--- src/rtl/ascon_permutation_iter.sv ---
// Iterative Ascon permutation p^a (a = 12, 8 or 6) with UNROLL rounds per clock.
// The state register loops through the round stages; valid/ready on both sides.
//
//   state   | meaning
//   --------+--------------------------------------------------------------
//   IDLE    | waiting for an input state, in_ready_o high
//   RUN     | applying min(UNROLL, remaining) rounds per cycle, busy_o high
//   DONE    | result held on x*_o with out_valid_o until out_ready_i
module ascon_permutation_iter #(
    parameter int UNROLL = 1
) (
    input  logic        clk_i,
    input  logic        rst_i,
    input  logic        in_valid_i,
    output logic        in_ready_o,
    input  logic [1:0]  rounds_sel_i,
    input  logic [63:0] x0_i,
    input  logic [63:0] x1_i,
    input  logic [63:0] x2_i,
    input  logic [63:0] x3_i,
    input  logic [63:0] x4_i,
    output logic        out_valid_o,
    input  logic        out_ready_i,
    output logic [63:0] x0_o,
    output logic [63:0] x1_o,
    output logic [63:0] x2_o,
    output logic [63:0] x3_o,
    output logic [63:0] x4_o,
    output logic        busy_o
);

    if (UNROLL < 1 || UNROLL > 4) begin : g_bad_unroll
        $error("ascon_permutation_iter: UNROLL must be 1, 2, 3 or 4");
    end

    typedef enum logic [1:0] {ST_IDLE, ST_RUN, ST_DONE} fsm_e;

    localparam logic [3:0] UNROLL_W = 4'(UNROLL);

    function automatic logic [63:0] rotr(input logic [63:0] v, input int unsigned n);
        return (v >> n) | (v << (64 - n));
    endfunction

    function automatic logic [319:0] ascon_round(input logic [319:0] s, input logic [3:0] r);
        logic [63:0] x0, x1, x2, x3, x4;
        logic [63:0] t0, t1, t2, t3, t4;
        {x0, x1, x2, x3, x4} = s;
        x2 = x2 ^ {56'd0, 4'hF - r, r};
        // bit-sliced 5-bit S-box
        x0 = x0 ^ x4;
        x4 = x4 ^ x3;
        x2 = x2 ^ x1;
        t0 = ~x0 & x1;
        t1 = ~x1 & x2;
        t2 = ~x2 & x3;
        t3 = ~x3 & x4;
        t4 = ~x4 & x0;
        x0 = x0 ^ t1;
        x1 = x1 ^ t2;
        x2 = x2 ^ t3;
        x3 = x3 ^ t4;
        x4 = x4 ^ t0;
        x1 = x1 ^ x0;
        x0 = x0 ^ x4;
        x3 = x3 ^ x2;
        x2 = ~x2;
        x0 = x0 ^ rotr(x0, 19) ^ rotr(x0, 28);
        x1 = x1 ^ rotr(x1, 61) ^ rotr(x1, 39);
        x2 = x2 ^ rotr(x2, 1)  ^ rotr(x2, 6);
        x3 = x3 ^ rotr(x3, 10) ^ rotr(x3, 17);
        x4 = x4 ^ rotr(x4, 7)  ^ rotr(x4, 41);
        return {x0, x1, x2, x3, x4};
    endfunction

    fsm_e           fsm_q, fsm_d;
    logic [319:0]   state_q, state_d;
    logic [3:0]     round_q, round_d;
    logic [3:0]     remaining_q, remaining_d;
    logic           out_valid_q, out_valid_d;
    logic           busy_q, busy_d;

    logic [3:0]     sel_rounds;
    logic [3:0]     step;
    logic [319:0]   round_out;
    logic           accept;

    always_comb begin
        case (rounds_sel_i)
            2'b01:   sel_rounds = 4'd8;
            2'b10:   sel_rounds = 4'd6;
            default: sel_rounds = 4'd12;
        endcase
    end

    assign step = (remaining_q < UNROLL_W) ? remaining_q : UNROLL_W;

    // stages beyond the remaining round count pass the state through untouched
    always_comb begin
        round_out = state_q;
        for (int i = 0; i < UNROLL; i++) begin
            if (4'(i) < remaining_q) begin
                round_out = ascon_round(round_out, round_q + 4'(i));
            end
        end
    end

    assign in_ready_o = (fsm_q == ST_IDLE) || ((fsm_q == ST_DONE) && out_ready_i);
    assign accept     = in_valid_i && in_ready_o;

    always_comb begin
        fsm_d       = fsm_q;
        state_d     = state_q;
        round_d     = round_q;
        remaining_d = remaining_q;
        out_valid_d = out_valid_q;
        busy_d      = busy_q;
        case (fsm_q)
            ST_RUN: begin
                state_d     = round_out;
                round_d     = round_q + step;
                remaining_d = remaining_q - step;
                if (remaining_q == step) begin
                    fsm_d       = ST_DONE;
                    out_valid_d = 1'b1;
                    busy_d      = 1'b0;
                end
            end
            ST_DONE: begin
                if (out_ready_i) begin
                    fsm_d       = ST_IDLE;
                    out_valid_d = 1'b0;
                end
            end
            default: ;
        endcase
        // an accept in DONE overrides the return to IDLE: no bubble
        if (accept) begin
            state_d     = {x0_i, x1_i, x2_i, x3_i, x4_i};
            round_d     = 4'd12 - sel_rounds;
            remaining_d = sel_rounds;
            fsm_d       = ST_RUN;
            busy_d      = 1'b1;
        end
    end

    always_ff @(posedge clk_i or posedge rst_i) begin
        if (rst_i) begin
            fsm_q       <= ST_IDLE;
            state_q     <= '0;
            round_q     <= '0;
            remaining_q <= '0;
            out_valid_q <= 1'b0;
            busy_q      <= 1'b0;
        end else begin
            fsm_q       <= fsm_d;
            state_q     <= state_d;
            round_q     <= round_d;
            remaining_q <= remaining_d;
            out_valid_q <= out_valid_d;
            busy_q      <= busy_d;
        end
    end

    assign {x0_o, x1_o, x2_o, x3_o, x4_o} = state_q;
    assign out_valid_o = out_valid_q;
    assign busy_o      = busy_q;

endmodule

--- config.mk ---
export PLATFORM = sky130hd
export DESIGN_NAME = ascon_permutation_iter
export DESIGN_NICKNAME = d
export VERILOG_FILES = /design/src/rtl/ascon_permutation_iter.sv
export SDC_FILE = /design/constraint.sdc
export NUM_CORES = 2
export LEC_CHECK = 0
export ABC_AREA = 0
export BUFFER_PORTS_ARGS = -buffer_cell sky130_fd_sc_hd__buf_4
export CAP_MARGIN = 20
export CORE_MARGIN = 5
export CORE_UTILIZATION = 41
export DETAILED_ROUTE_END_ITERATION = 12
export SETUP_SLACK_MARGIN = 0.4
export SYNTH_ARGS = -nofsm -noshare
export SYNTH_HDL_FRONTEND = slang
export SYNTH_SLANG_ARGS = --single-unit
--- constraint.sdc ---
create_clock -name clk_i -period 20.1 [get_ports clk_i]
set_input_delay 0 -clock clk_i [delete_from_list [all_inputs] [get_ports clk_i]]
set_output_delay 0 -clock clk_i [all_outputs]
set_load 0.02 [all_outputs]
==> results_dict.tcl <==
set metrics [dict create \
    dieWidth_um 279 \
    status "completed" \
    drc 0 \
    grt-ovfl-total 0 \
    start_util 0.414 \
    yosysUniqueCellTypes 39 \
    grtUsageTotal 0.384 \
    ys_seq_area_frac 0.281 \
    synth-main-ff-cell "dfrtp_1" \
    num_vias 27000 \
    via_per_inst 5.80 \
    peakVddDrop_mv 0.0596 \
    dpl.hpwl_mm 126 \
    finish.utilization 0.560 \
    syn_area_per_cell_sq_um 10.8 \
    max_freq_mhz 288 \
    clockBufferDepth 3 \
    port_buffers 648 \
    crit_arrival_ns 4.01 \
    grt_pass1_wl_mm 212 \
    io_pins 649 \
    leakage_nw 20.6 \
    async_flop_share 1.00 \
    cts_tree "yes" \
    cts.sinks 332 \
    ant_nets 0 \
    numCtsBuffers 42 \
    p_switching_uw 380 \
    synth-warning-count 0 \
    fill_cells 6239 \
    die_y_um 279 \
    rsz0062_at_grt "false" \
    power.share.sequential 0.414 \
    tightest_slew_ns 1.31 \
    grt_max_degree 100 \
    drive_above_1_share 0.218 \
    syn_to_final_growth_pct 35.5 \
    max_slew_margin 0.125 \
    wire_per_inst_um 33.2 \
    finalNetCount 4138 \
    antenna_found_initial 2 \
    comb_power_share 0.084 \
    stdcell_count 4658 \
    p_int_mw 1.24 \
    start_kind "flip-flop" \
    fp-row-count 98 \
    dr.pass1.iters 6 \
    final_area_sq_um 40100 \
    synth_cells 2743 \
    drt-total-wl_mm 155 \
    grt_pass1_vias 27100 \
    place_congestion 1.04 \
    clk_pin_slew_ns 0.06 \
    finalHoldViolCount 0 \
    required_ns 20.64 \
    synth_edf_count 0 \
    period_share 0.173 \
    finalClockSkew_ns 0.0439 \
    p_clk_frac 0.502 \
    tns_ns 0 \
    worstSetupPathType "reg -> reg" \
    min-delay-path-class "in -> async" \
    period_needed_ns 3.47 \
    clock-root-buffer "clkbuf_16" \
    slew_violations 0 \
    die_area_sq_um 77700 \
    clkLatencyLatePin_ns 0.62 \
    maxCapViolCount 0 \
    syn-cell-area_sq_um 29600 \
    ys_ff_latch 332 \
    worstPathMaxFanout 88 \
    drtIter0Drc 2854 \
    core_sq_um 71600 \
    switching_share 0.235 \
    end_kind "flip-flop" \
    dp_cells 4255 \
    placed_cell_area_sq_um 35400 \
    htreeDepth 2 \
    finalSetupViolations 0 \
    power_density_nw_per_um2 40.3 \
]
[critical path: stages (launching register included)]
cell     delay (ns)
dfrtp_1        0.41
nor4_2         0.55
nor2_4         0.18
nor2_4         0.11
buf_4          0.75
buf_4          0.99
a22o_1         0.26
a21o_1         0.10
[cells in the mapped netlist (all sizes together) (2+ instances only)]
cell type,count,share of area
inv,162,0.021
nor2,127,0.016
nand2,169,0.021
xor2,152,0.045
o21ai,242,0.041
or2,2,0.00042
a22oi,226,0.057
buf,41,0.0068
dfrtp,332,0.28
mux2i,70,0.024
a22o,29,0.0086
xor3,9,0.0072
xnor2,499,0.16
a211oi,56,0.014
clkbuf,73,0.0093
nand3,3,0.00051
conb,2,0.00025
ha,136,0.057
xnor3,247,0.19
maj3,24,0.0083
a21o,85,0.022
a21oi,49,0.0083
[per-layer routing]
metal,track usage,vias up,part of all wire
li1,-,11500,-
met1,0.504,13800,0.40
met2,0.633,1474,0.47
met3,0.0584,331,0.074
met4,0.172,0,0.057
met5,0,-,0
[state kept, by name (all words and copies together) (netlist names)]
name and count:
busy_o 1, fsm_q 2, out_valid_o 1, remaining_q 4, round_q 4, state_q 320
[repair_timing]
item                                   4_1_cts  5_1_grt
gates resized for setup                      0        0
endpoints found under the hold margin      395        0
hold buffers                               326        0
setup buffers                                0        0
[kinds of logic after synthesis]
family,Yosys count,share of synthesized area
xor+xnor,907,0.401
compound gates,691,0.152
other cells,2,0.000254
fa+ha+maj,161,0.0665
flops,332,0.281
buf+inv,276,0.0365
mux,70,0.0237
simple gates,304,0.0394
[through the flow]
| stage | hold WS (ns) | total power [mW] | worst slack (ns) |
|---|---|---|---|
| 2_1_floorplan | 0.117 | 0.698 | 10.90 |
| 3_3_place_gp | 0.0972 | 0.764 | 16.79 |
| 3_5_place_dp | 0.106 | 0.764 | 16.70 |
| 4_1_cts | 0.0251 | 1.62 | 16.67 |
| 5_1_grt | 0.0630 | 1.66 | 16.36 |
| 6_report | 0.0165 | 1.62 | 16.63 |
[power by group through the flow]
stage | Combinational, mW | Sequential (mW) | Clock, mW
after floorplan | 0.0165 | 0.681 | 0
after global placement | 0.0834 | 0.681 | 0
after detailed placement | 0.0827 | 0.681 | 0
final | 0.136 | 0.669 | 0.811
after global routing | 0.144 | 0.668 | 0.843
after CTS | 0.135 | 0.669 | 0.817
[worst paths after layout]
check,from,endpoint,slack [ns],depth (start not counted)
min in group clk_i,x2_i[45],state_q[173]$_DFFE_PP0P_,0.13,3
max reg2reg,remaining_q[0]$_DFFE_PP0P_,state_q[115]$_DFFE_PP0P_,16.63,7
min reg2reg,busy_o$_DFFE_PP0P_,busy_o$_DFFE_PP0P_,0.54,2
max,remaining_q[0]$_DFFE_PP0P_,state_q[115]$_DFFE_PP0P_,16.63,7
max in group asynchronous,rst_i,state_q[81]$_DFFE_PP0P_,18.61,4
min,rst_i,state_q[177]$_DFFE_PP0P_,0.02,3
[cells in the final DEF (no fill, tap or decap), types with 6 or more instances in the layout]
cell	netlist	layout
buf_4	1	674
xnor2_1	448	448
dfrtp_1	332	332
dlygate4sd3_1	0	326
xnor3_1	246	246
a22oi_1	226	226
o21ai_0	214	214
nand2_1	169	169
inv_1	162	161
xor2_1	151	151
ha_1	136	136
nor2_1	126	125
a21o_1	85	85
mux2i_1	70	70
a211oi_1	56	56
xnor2_2	51	51
a21oi_1	49	49
clkbuf_16	0	45
a22o_1	29	29
o21ai_1	27	27
maj3_1	19	19
clkbuf_1	73	10
xor3_1	9	9
clkinv_2	0	7
clkbuf_8	0	6
[area by class of cell]
type                            instances  area, sq um  share of cell area
Antenna cell                            2         5.00            0.000125
Clock buffer                           61         1250              0.0311
Clock inverter                         14          179             0.00446
Inverter                              162          616              0.0153
Multi-Input combinational cell       2136        20300               0.505
Sequential cell                       332         8310               0.207
Tap cell                              950         1190              0.0296
Timing Repair Buffer                 1001         8330               0.208
No activity file was read; power rests on OpenSTA's default activity.
